## src/rtl/char_pkg.sv

```systemverilog
// Shared definitions for the characterisation chain: sweep state encoding,
// meter sample width, and default window/split constants used by meter and host map.
package char_pkg;

  typedef enum logic [2:0] {
    ST_IDLE,
    ST_SETUP,
    ST_SETTLE,
    ST_DISCARD,
    ST_MEASURE,
    ST_WRITE,
    ST_NEXT,
    ST_DONE
  } state_e;

  localparam int VPP_W = 12;
  localparam logic [VPP_W-1:0] VPP_TIMEOUT = 12'hFFF;

  localparam int unsigned TIMES_LOW_DEF  = 200;
  localparam int unsigned TIMES_HIGH_DEF = 2000;
  localparam int unsigned FREQ_SPLIT_DEF = 100000;

  // Low frequencies get the short window, everything at or above the split the long one.
  function automatic logic [31:0] sel_times(input logic [31:0] freq,
                                            input logic [31:0] split,
                                            input logic [31:0] lo,
                                            input logic [31:0] hi);
    return (freq < split) ? lo : hi;
  endfunction

endpackage

```

## src/rtl/vpp_sweep_timer.sv

```systemverilog
// Loadable down-counter; tc is high while the count sits at zero.
// Load has priority over decrement; the count stops at zero.
module vpp_sweep_timer (
  input  logic        clk_sample,
  input  logic        rst,
  input  logic        load,
  input  logic        en,
  input  logic [31:0] load_val,
  output logic        tc
);

  logic [31:0] cnt_d, cnt_q;

  always_comb begin
    cnt_d = cnt_q;
    if (load)
      cnt_d = load_val;
    else if (en && (cnt_q != '0))
      cnt_d = cnt_q - 32'd1;
  end

  always_ff @(posedge clk_sample) begin
    if (rst) cnt_q <= '0;
    else     cnt_q <= cnt_d;
  end

  assign tc = (cnt_q == '0);

endmodule

```

## src/rtl/vpp_sweep_ctrl.sv

```systemverilog
// Frequency sweep sequencer: per point sets frequency and meter window, settles,
// drops the first meter window, records the second and tracks the sweep peak.
module vpp_sweep_ctrl
  import char_pkg::*;
#(
  parameter int unsigned N_POINTS      = 16,
  parameter int unsigned SETTLE_CYCLES = 1000,
  parameter int unsigned FREQ_SPLIT    = FREQ_SPLIT_DEF,
  parameter int unsigned TIMES_LOW     = TIMES_LOW_DEF,
  parameter int unsigned TIMES_HIGH    = TIMES_HIGH_DEF,
  parameter int unsigned WDOG_CYCLES   = 1000000
) (
  input  logic             clk_sample,
  input  logic             rst,
  input  logic             start,
  input  logic [31:0]      f_start,
  input  logic [31:0]      f_step,
  output logic [31:0]      freq_out,
  output logic             freq_valid,
  output logic [31:0]      times_out,
  input  logic [VPP_W-1:0] vpp_in,
  input  logic             vpp_found_in,
  output logic             res_wr_en,
  output logic [7:0]       res_addr,
  output logic [VPP_W-1:0] res_vpp,
  output logic [31:0]      res_freq,
  output logic [VPP_W-1:0] peak_vpp,
  output logic [7:0]       peak_idx,
  output logic             busy,
  output logic             done,
  output logic             timeout
);

  localparam logic [31:0] SETTLE_LD = 32'(SETTLE_CYCLES - 1);
  localparam logic [31:0] WDOG_LD   = 32'(WDOG_CYCLES - 1);
  localparam logic [31:0] SPLIT     = 32'(FREQ_SPLIT);
  localparam logic [31:0] T_LOW     = 32'(TIMES_LOW);
  localparam logic [31:0] T_HIGH    = 32'(TIMES_HIGH);
  localparam logic [7:0]  LAST_IDX  = 8'(N_POINTS - 1);

  state_e            state_d, state_q;
  logic [31:0]       freq_d, freq_q, step_d, step_q;
  logic [7:0]        idx_d, idx_q;
  logic [31:0]       freq_out_d, freq_out_q, times_out_d, times_out_q;
  logic              freq_valid_d, freq_valid_q;
  logic              res_wr_en_d, res_wr_en_q;
  logic [7:0]        res_addr_d, res_addr_q, peak_idx_d, peak_idx_q;
  logic [VPP_W-1:0]  res_vpp_d, res_vpp_q, peak_vpp_d, peak_vpp_q;
  logic [31:0]       res_freq_d, res_freq_q;
  logic              pt_to_d, pt_to_q;
  logic              busy_d, busy_q, done_d, done_q, timeout_d, timeout_q;
  logic              settle_ld, settle_tc, wdog_ld, wdog_tc;
  logic              cap, cap_to;

  vpp_sweep_timer u_settle (
    .clk_sample (clk_sample),
    .rst        (rst),
    .load       (settle_ld),
    .en         (state_q == ST_SETTLE),
    .load_val   (SETTLE_LD),
    .tc         (settle_tc)
  );

  vpp_sweep_timer u_wdog (
    .clk_sample (clk_sample),
    .rst        (rst),
    .load       (wdog_ld),
    .en         ((state_q == ST_DISCARD) || (state_q == ST_MEASURE)),
    .load_val   (WDOG_LD),
    .tc         (wdog_tc)
  );

  always_comb begin
    state_d      = state_q;
    freq_d       = freq_q;
    step_d       = step_q;
    idx_d        = idx_q;
    freq_out_d   = freq_out_q;
    freq_valid_d = 1'b0;
    times_out_d  = times_out_q;
    res_wr_en_d  = 1'b0;
    res_addr_d   = res_addr_q;
    res_vpp_d    = res_vpp_q;
    res_freq_d   = res_freq_q;
    pt_to_d      = pt_to_q;
    peak_vpp_d   = peak_vpp_q;
    peak_idx_d   = peak_idx_q;
    busy_d       = busy_q;
    done_d       = 1'b0;
    timeout_d    = timeout_q;
    settle_ld    = 1'b0;
    wdog_ld      = 1'b0;
    cap          = 1'b0;
    cap_to       = 1'b0;

    case (state_q)
      ST_IDLE: if (start) begin
        freq_d     = f_start;
        step_d     = f_step;
        idx_d      = '0;
        peak_vpp_d = '0;
        peak_idx_d = '0;
        timeout_d  = 1'b0;
        busy_d     = 1'b1;
        state_d    = ST_SETUP;
      end
      ST_SETUP: begin
        freq_out_d   = freq_q;
        freq_valid_d = 1'b1;
        times_out_d  = sel_times(freq_q, SPLIT, T_LOW, T_HIGH);
        settle_ld    = 1'b1;
        state_d      = ST_SETTLE;
      end
      ST_SETTLE: if (settle_tc) begin
        wdog_ld = 1'b1;
        state_d = ST_DISCARD;
      end
      // A found pulse takes priority over a watchdog expiry in the same cycle.
      ST_DISCARD: begin
        if (vpp_found_in) begin
          wdog_ld = 1'b1;
          state_d = ST_MEASURE;
        end else if (wdog_tc) begin
          cap    = 1'b1;
          cap_to = 1'b1;
        end
      end
      ST_MEASURE: begin
        if (vpp_found_in)  cap = 1'b1;
        else if (wdog_tc) begin
          cap    = 1'b1;
          cap_to = 1'b1;
        end
      end
      ST_WRITE: begin
        if (!pt_to_q && (res_vpp_q > peak_vpp_q)) begin
          peak_vpp_d = res_vpp_q;
          peak_idx_d = res_addr_q;
        end
        state_d = ST_NEXT;
      end
      ST_NEXT: begin
        if (idx_q == LAST_IDX) begin
          done_d  = 1'b1;
          busy_d  = 1'b0;
          state_d = ST_DONE;
        end else begin
          idx_d   = idx_q + 8'd1;
          freq_d  = freq_q + step_q;
          state_d = ST_SETUP;
        end
      end
      ST_DONE: state_d = ST_IDLE;
      default: state_d = ST_IDLE;
    endcase

    if (cap) begin
      res_wr_en_d = 1'b1;
      res_addr_d  = idx_q;
      res_freq_d  = freq_out_q;
      res_vpp_d   = cap_to ? VPP_TIMEOUT : vpp_in;
      pt_to_d     = cap_to;
      timeout_d   = timeout_q | cap_to;
      state_d     = ST_WRITE;
    end
  end

  always_ff @(posedge clk_sample) begin
    if (rst) begin
      state_q      <= ST_IDLE;
      freq_q       <= '0;
      step_q       <= '0;
      idx_q        <= '0;
      freq_out_q   <= '0;
      freq_valid_q <= 1'b0;
      times_out_q  <= T_LOW;
      res_wr_en_q  <= 1'b0;
      res_addr_q   <= '0;
      res_vpp_q    <= '0;
      res_freq_q   <= '0;
      pt_to_q      <= 1'b0;
      peak_vpp_q   <= '0;
      peak_idx_q   <= '0;
      busy_q       <= 1'b0;
      done_q       <= 1'b0;
      timeout_q    <= 1'b0;
    end else begin
      state_q      <= state_d;
      freq_q       <= freq_d;
      step_q       <= step_d;
      idx_q        <= idx_d;
      freq_out_q   <= freq_out_d;
      freq_valid_q <= freq_valid_d;
      times_out_q  <= times_out_d;
      res_wr_en_q  <= res_wr_en_d;
      res_addr_q   <= res_addr_d;
      res_vpp_q    <= res_vpp_d;
      res_freq_q   <= res_freq_d;
      pt_to_q      <= pt_to_d;
      peak_vpp_q   <= peak_vpp_d;
      peak_idx_q   <= peak_idx_d;
      busy_q       <= busy_d;
      done_q       <= done_d;
      timeout_q    <= timeout_d;
    end
  end

  assign freq_out   = freq_out_q;
  assign freq_valid = freq_valid_q;
  assign times_out  = times_out_q;
  assign res_wr_en  = res_wr_en_q;
  assign res_addr   = res_addr_q;
  assign res_vpp    = res_vpp_q;
  assign res_freq   = res_freq_q;
  assign peak_vpp   = peak_vpp_q;
  assign peak_idx   = peak_idx_q;
  assign busy       = busy_q;
  assign done       = done_q;
  assign timeout    = timeout_q;

endmodule

```

## config.mk

```make
export PLATFORM = sky130hd
export DESIGN_NAME = vpp_sweep_ctrl
export DESIGN_NICKNAME = d
export VERILOG_FILES = /design/src/rtl/char_pkg.sv /design/src/rtl/vpp_sweep_timer.sv /design/src/rtl/vpp_sweep_ctrl.sv
export SDC_FILE = /design/constraint.sdc
export NUM_CORES = 1
export LEC_CHECK = 0
export CORE_ASPECT_RATIO = 1.2
export CORE_MARGIN = 4
export CORE_UTILIZATION = 55
export CTS_CLUSTER_SIZE = 40
export DETAILED_ROUTE_END_ITERATION = 10
export PLACE_DENSITY = 0.9
export SLEW_MARGIN = 30
export SYNTH_ARGS = -nofsm -noshare
export SYNTH_HDL_FRONTEND = slang
export SYNTH_SLANG_ARGS = --single-unit
```

## constraint.sdc

```tcl
create_clock -name clk_sample -period 3.92 [get_ports clk_sample]
set_input_delay 0.784 -clock clk_sample [delete_from_list [all_inputs] [get_ports clk_sample]]
set_output_delay 0.784 -clock clk_sample [all_outputs]
set_load 0.01 [all_outputs]
```

==> results.toml, run 1 <==
[worst_setup_path]
critPathSlowestCell = "o21ai_4"
reg2reg_slack_ns = 0.54
crit_family = "simple AND/OR/NAND/NOR gates"
crit_required_ns = 4.36
crit_top_cell = "nand2_1"
path_class = "reg -> reg"
endpoint_kind = "flop"
critPathMaxStageDelay_ns = 0.69
cp_num_buf_inv = 1
crit_arrival_ns = 3.82
path_max_fanout = 29
critPathLaunchType = "flop"
crit_chain = "or4_1, nor4_1, nand3b_1, nor2_1, nand2_1, o21ai_4, buf_4, nand2_1, a21oi_1"

[timing]
slew_viol_final = 0
hold_viol_final = 0
tns_ns = 0
setup_slack_ns = 0.539
rsz0062_at_grt = "no"
worst_slew_pin_slew_ns = 0.789
max_slew_margin_pct = 47.2
finalSetupViolations = 0
holdWs_ns = 0.450
period_minus_slack_ns = 3.38
finalClockSkew_ns = 0.0134
max_clock_freq_ghz = 0.296
finalCritPeriodShare_pct = 86.2

[layout]
final_area_mm2 = 0.0149
nets = 1779
fillCellCount = 1620
seqCellArea_mm2 = 0.00502
syn2layout_area_growth_pct = 23.0
antennaDiodeCount = 0
layout-drive-gt1-share_pct = 5.15
multi_input_area_mm2 = 0.00651

[power_and_ir_drop]
power_density_mw_per_mm2 = 687
internal_power_w = 0.00619
ir_drop_mv = 0.808
p_sw_w = 0.00404
swShare_pct = 39.5
p_seq_share_pct = 35.3
clockPowerShare_pct = 23.9
p_comb_share_pct = 40.8
power.leakage_nw = 5.69

[synth]
synth_edf_count = 0
synth_warnings = 0
async_flop_share_pct = 0
ys_ff_latch = 251
avgSynthCellArea_um2 = 8.00
synth_cells = 1511
seq_area_frac_synth_pct = 41.6
synth_ff_type = "dfxtp_1"
ys_types = 67
syn_area_mm2 = 0.0121

[status]
status = "finished, final reports clean"

[clock_network]
cts_made_buffers = 24
cts_max_path_buffers = 3
cts_htree_levels = 1
post_cts_buffers = 0
clk_pin_slew_ns = 0.07
clk_latency_ns = 0.53
clock_sinks = 251
tritoncts = "done"
cts_resized = 0
holdBufCountCts = 0
cts-root-buf = "clkbuf_16"

[floorplan]
num_rows = 59
coreArea_mm2 = 0.0216
die_h_um = 170
die_area_mm2 = 0.0244
die_x_um = 143
ios = 221
start_util_pct = 55.9

[global_routing]
grt_max_degree = 100
grt_usage_pct = 25.9
grt_pass1_vias = 11000
grt_overflow = 0
grt_pass1_wl_mm = 53.0
antenna_found_initial = 0

[routing]
ant_nets = 0
firstDrtPassIters = 5
wl_per_cell_um = 16.6
route.detailed.drc = 0
vias = 11400
drt-initial-drc-count = 780
routed_wl_mm = 32.3
avgViaCountPerCell = 5.88

[placement]
port_buffers = 193
dpl.hpwl_mm = 23.0
placed_cell_area_mm2 = 0.0140
dp_slack_ns = 0.616
gp_congestion = 0.925

[min_path]
hold_class = "reg -> reg"

[flow_run]
cap_violations = 0
[flip-flops by register name, indices dropped and copies added (netlist names), 2 cells and up]
| name | cells |
|---|---|
| freq_out | 32 |
| res_freq | 32 |
| peak_vpp | 12 |
| peak_idx | 8 |
| res_addr | 8 |
| u_wdog.cnt_q | 32 |
| idx_q | 8 |
| freq_q | 32 |
| state_q | 3 |
| res_vpp | 12 |
| u_settle.cnt_q | 32 |
| step_q | 32 |
| times_out | 2 |
[synthesized netlist by cell type (all sizes together) (4+ instances only)]
library cell / number / area (um^2)
a211oi: 7 / 52.6
a21o: 21 / 158
a21oi: 182 / 911
a221oi: 5 / 43.8
a311oi: 14 / 123
a31oi: 9 / 56.3
a41o: 8 / 80.1
and3: 9 / 56.3
buf: 42 / 293
clkbuf: 78 / 293
dfxtp: 251 / 5020
ha: 47 / 588
inv: 28 / 105
mux2i: 13 / 130
nand2: 288 / 1080
nand2b: 10 / 62.6
nand3: 20 / 110
nand3b: 4 / 30.0
nand4: 17 / 106
nor2: 144 / 543
nor2b: 12 / 75.1
nor3: 53 / 280
nor3b: 8 / 60.1
nor4: 30 / 243
o211ai: 5 / 37.5
o21a: 9 / 67.6
o21ai: 51 / 259
o21bai: 5 / 37.5
or2: 5 / 31.3
or3: 21 / 136
or4: 10 / 82.6
xnor2: 46 / 403
xor2: 28 / 245
[area by class of cell]
type / instances / area share, %
flip-flops and latches: 251 / 33.8
repair buffers: 209 / 13.8
inverters: 28 / 0.706
well taps: 274 / 2.30
clock inverters: 11 / 0.984
multi-input cells: 1137 / 43.7
clock buffers: 33 / 4.67
[layout by cell type, fill, tap and decap left out, types with 27 or more instances in the layout]
cell and instances:
nor2_1 142, nor3_1 50, a21oi_1 181, clkdlybuf4s50_1 192, nand2_1 287, inv_1 28
conb_1 27, dfxtp_1 251, xnor2_1 46, xor2_1 28, o21ai_0 47, ha_1 47
[final timing paths]
| path | from | endpoint | cells after the start |
|---|---|---|---|
| max reg2reg | u_wdog.cnt_q[19] | res_freq[9] | 9 |
| min reg2reg | times_out[3] | times_out[3] | 2 |
| max | u_wdog.cnt_q[19] | res_freq[9] | 9 |
| min | times_out[3] | times_out[3] | 2 |
[tightest hold or removal path, delay by kind of cell (launching register included)]
kind / cells / cell delay (ns)
flip-flops: 1 / 0.31
AND/OR/NAND/NOR: 2 / 0.09
[cells by family after synthesis]
kind of cell	after synthesis	share of synthesized area (%)
fa+ha+maj	48	5.03
flops	251	41.6
other cells	2	0.0621
simple gates	640	24.6
mux	13	1.08
xor+xnor	74	5.36
buf+inv	148	5.71
compound gates	335	16.6
[layer usage]
layer / track usage (%) / vias up / share of wire [%]
met1: 32.5 / 5393 / 40
met2: 44.2 / 459 / 49
met3: 3.01 / 116 / 6.9
met5: 0 / - / 0
li1: - / 5461 / -
met4: 12.1 / 0 / 4.7
[metrics by stage]
step	cells	power, W	util (%)
floorplan	1536	0.00662	-
detailed placement	1899	0.00774	64.9
CTS	1943	0.0102	68.8
finish	1943	0.0102	68.8
global placement	1899	0.00755	64.8
global route	1943	0.0109	68.8
[power by group through the flow]
stage	Sequential, W	Clock, W	Combinational [W]
after global placement	0.00361	0	0.00393
after CTS	0.00359	0.00246	0.00414
final	0.00361	0.00244	0.00417
after floorplan	0.00352	0	0.00310
after global routing	0.00368	0.00258	0.00466
after detailed placement	0.00364	0	0.00410
Note: power is estimated with default switching activity, not from simulation.
==> run 2: changes to the inputs <==
--- a/config.mk
+++ b/config.mk
@@ -11,6 +11,7 @@
 export CTS_CLUSTER_SIZE = 40
 export DETAILED_ROUTE_END_ITERATION = 10
 export PLACE_DENSITY = 0.9
+export RECOVER_POWER = 100
 export SLEW_MARGIN = 30
 export SYNTH_ARGS = -nofsm -noshare
 export SYNTH_HDL_FRONTEND = slang
==> results.toml, run 2 (same netlist as run 1, synthesis figures left out) <==
[worst_setup_path]
crit_top_cell = "or4_1"
path_class = "reg -> reg"
crit_cells = 9
crit_arrival_ns = 3.83
critPathMaxStageDelay_ns = 0.61
cp_num_buf_inv = 1
r2r_cells = 9
critPathSlowestCell = "or4_1"
r2r_start = "u_settle.cnt_q[18]"
crit_family = "simple AND/OR/NAND/NOR gates"
critPathLaunchType = "flop"
crit_required_ns = 4.30
path_max_fanout = 20
startpoint = "u_settle.cnt_q[18]"
endpoint_kind = "flop"
crit_chain = "or4_1, nor4_1, nand4_1, or4_1, o21ai_0, nand3b_1, buf_4, nand2_1, nor2_1"

[floorplan]
coreArea_mm2 = 0.0216
num_rows = 59
ios = 221
die_area_mm2 = 0.0244
die_h_um = 170
die_x_um = 143
start_util_pct = 55.9

[min_path]
min_path_cells = 2
hold_start = "times_out[3]"
hold_class = "reg -> reg"

[layout]
syn2layout_area_growth_pct = 22.5
fillCellCount = 1630
layout_common_cells = "nand2_1 (287), dfxtp_1 (251), a21oi_1 (182)"
nets = 1779
layout_commonest_cell = "nand2_1"
layout-drive-gt1-share_pct = 4.55

[global_routing]
grt_usage_pct = 25.9
antenna_found_initial = 1
grt_pass1_wl_mm = 53.0
grt_overflow = 0
grt_max_degree = 100
grt_pass1_vias = 11000

[timing]
period_minus_slack_ns = 3.44
holdWs_ns = 0.448
hold_viol_final = 0
finalCritPeriodShare_pct = 87.8
slew_viol_final = 81
rsz0062_at_grt = "no"
tns_ns = 0
worst_slew_pin_slew_ns = 1.90
finalClockSkew_ns = 0.0158
finalSetupViolations = 0
max_slew_margin_pct = -26.7
max_clock_freq_ghz = 0.291

[routing]
avgViaCountPerCell = 5.85
firstDrtPassIters = 5
drt-initial-drc-count = 865
routed_wl_mm = 32.3
wl_per_cell_um = 16.6
route.detailed.drc = 0
ant_nets = 0
vias = 11400

[flow_run]
cap_violations = 2

[status]
status = "finished, violations left"
violations = "capacitance limit, slew limit"

[clock_network]
clk_latency_ns = 0.53
tritoncts = "done"
cts_htree_levels = 1
holdBufCountCts = 0
cts-root-buf = "clkbuf_16"
clk_pin_slew_ns = 0.06
post_cts_buffers = 0
cts_resized = 0
cts_made_buffers = 24
cts_max_path_buffers = 3
clock_sinks = 251

[power_and_ir_drop]
ir_drop_mv = 0.807
power_density_mw_per_mm2 = 684
power.leakage_nw = 6.05

[placement]
port_buffers = 193
dpl.hpwl_mm = 23.0
gp_congestion = 0.925
==> run 2: cell count changes in the layout (fill, tap and decap cells not counted), moves of 2 or more <==
cell	before	now
nor4_2	4	2
o21ai_1	3	1
clkbuf_1	3	8
buf_4	15	9
nor4_1	24	26
clkdlybuf4s50_1	192	77
o21ai_0	47	49
dlygate4sd3_1	0	115
==> run 2: path summary, 6_finish.rpt <==
path | end | slack (ns)
setup / recovery | u_wdog.cnt_q[6] | 0.48
hold reg to reg | times_out[3] | 0.45
hold / removal | times_out[3] | 0.45
setup reg to reg | u_wdog.cnt_q[6] | 0.48
==> run 2: power by group <==
part | switching, W | internal (W)
Clock | 0.000998 | 0.00144
Combinational | 0.00249 | 0.00161
Sequential | 0.000533 | 0.00307
==> run 2: final cells by class <==
| class | count | area, um^2 | area share, % |
|---|---|---|---|
| multi-input combinational | 1137 | 6460 | 43.6 |
| clock buffer | 33 | 694 | 4.69 |
| inverter | 28 | 105 | 0.709 |
| clock inverter | 11 | 146 | 0.988 |
| antenna | 1 | 2.50 | 0.0169 |
| tap | 274 | 343 | 2.31 |
| timing repair buffer | 209 | 2040 | 13.7 |
| sequential | 251 | 5020 | 33.9 |
==> run 2: worst min-delay path, stage by stage (launching register included) <==
cell and delay (ns):
dfxtp_1 0.31, nand2_1 0.05, nand2_1 0.04
==> run 2: metrics by stage <==
stage,std cells,instance area [um^2],utilization (%),total power [W],setup WS [ns]
final,1944,14800,68.5,0.0101,0.479
after global routing,1944,14800,68.5,0.0108,0.233
after CTS,1943,14900,68.8,0.0102,0.602
after detailed placement,1899,14000,64.9,0.00774,0.616
after global placement,1899,14000,64.8,0.00755,0.798
after floorplan,1536,12200,-,0.00662,1.21
==> run 2: layer usage <==
| layer | vias up | routed length (um) | GRT usage (%) |
|---|---|---|---|
| met1 | 5359 | 13000 | 32.5 |
| li1 | 5465 | - | - |
| met3 | 115 | 2150 | 3.01 |
| met5 | - | 0 | 0 |
| met4 | 0 | 1550 | 12.1 |
| met2 | 430 | 15600 | 44.2 |
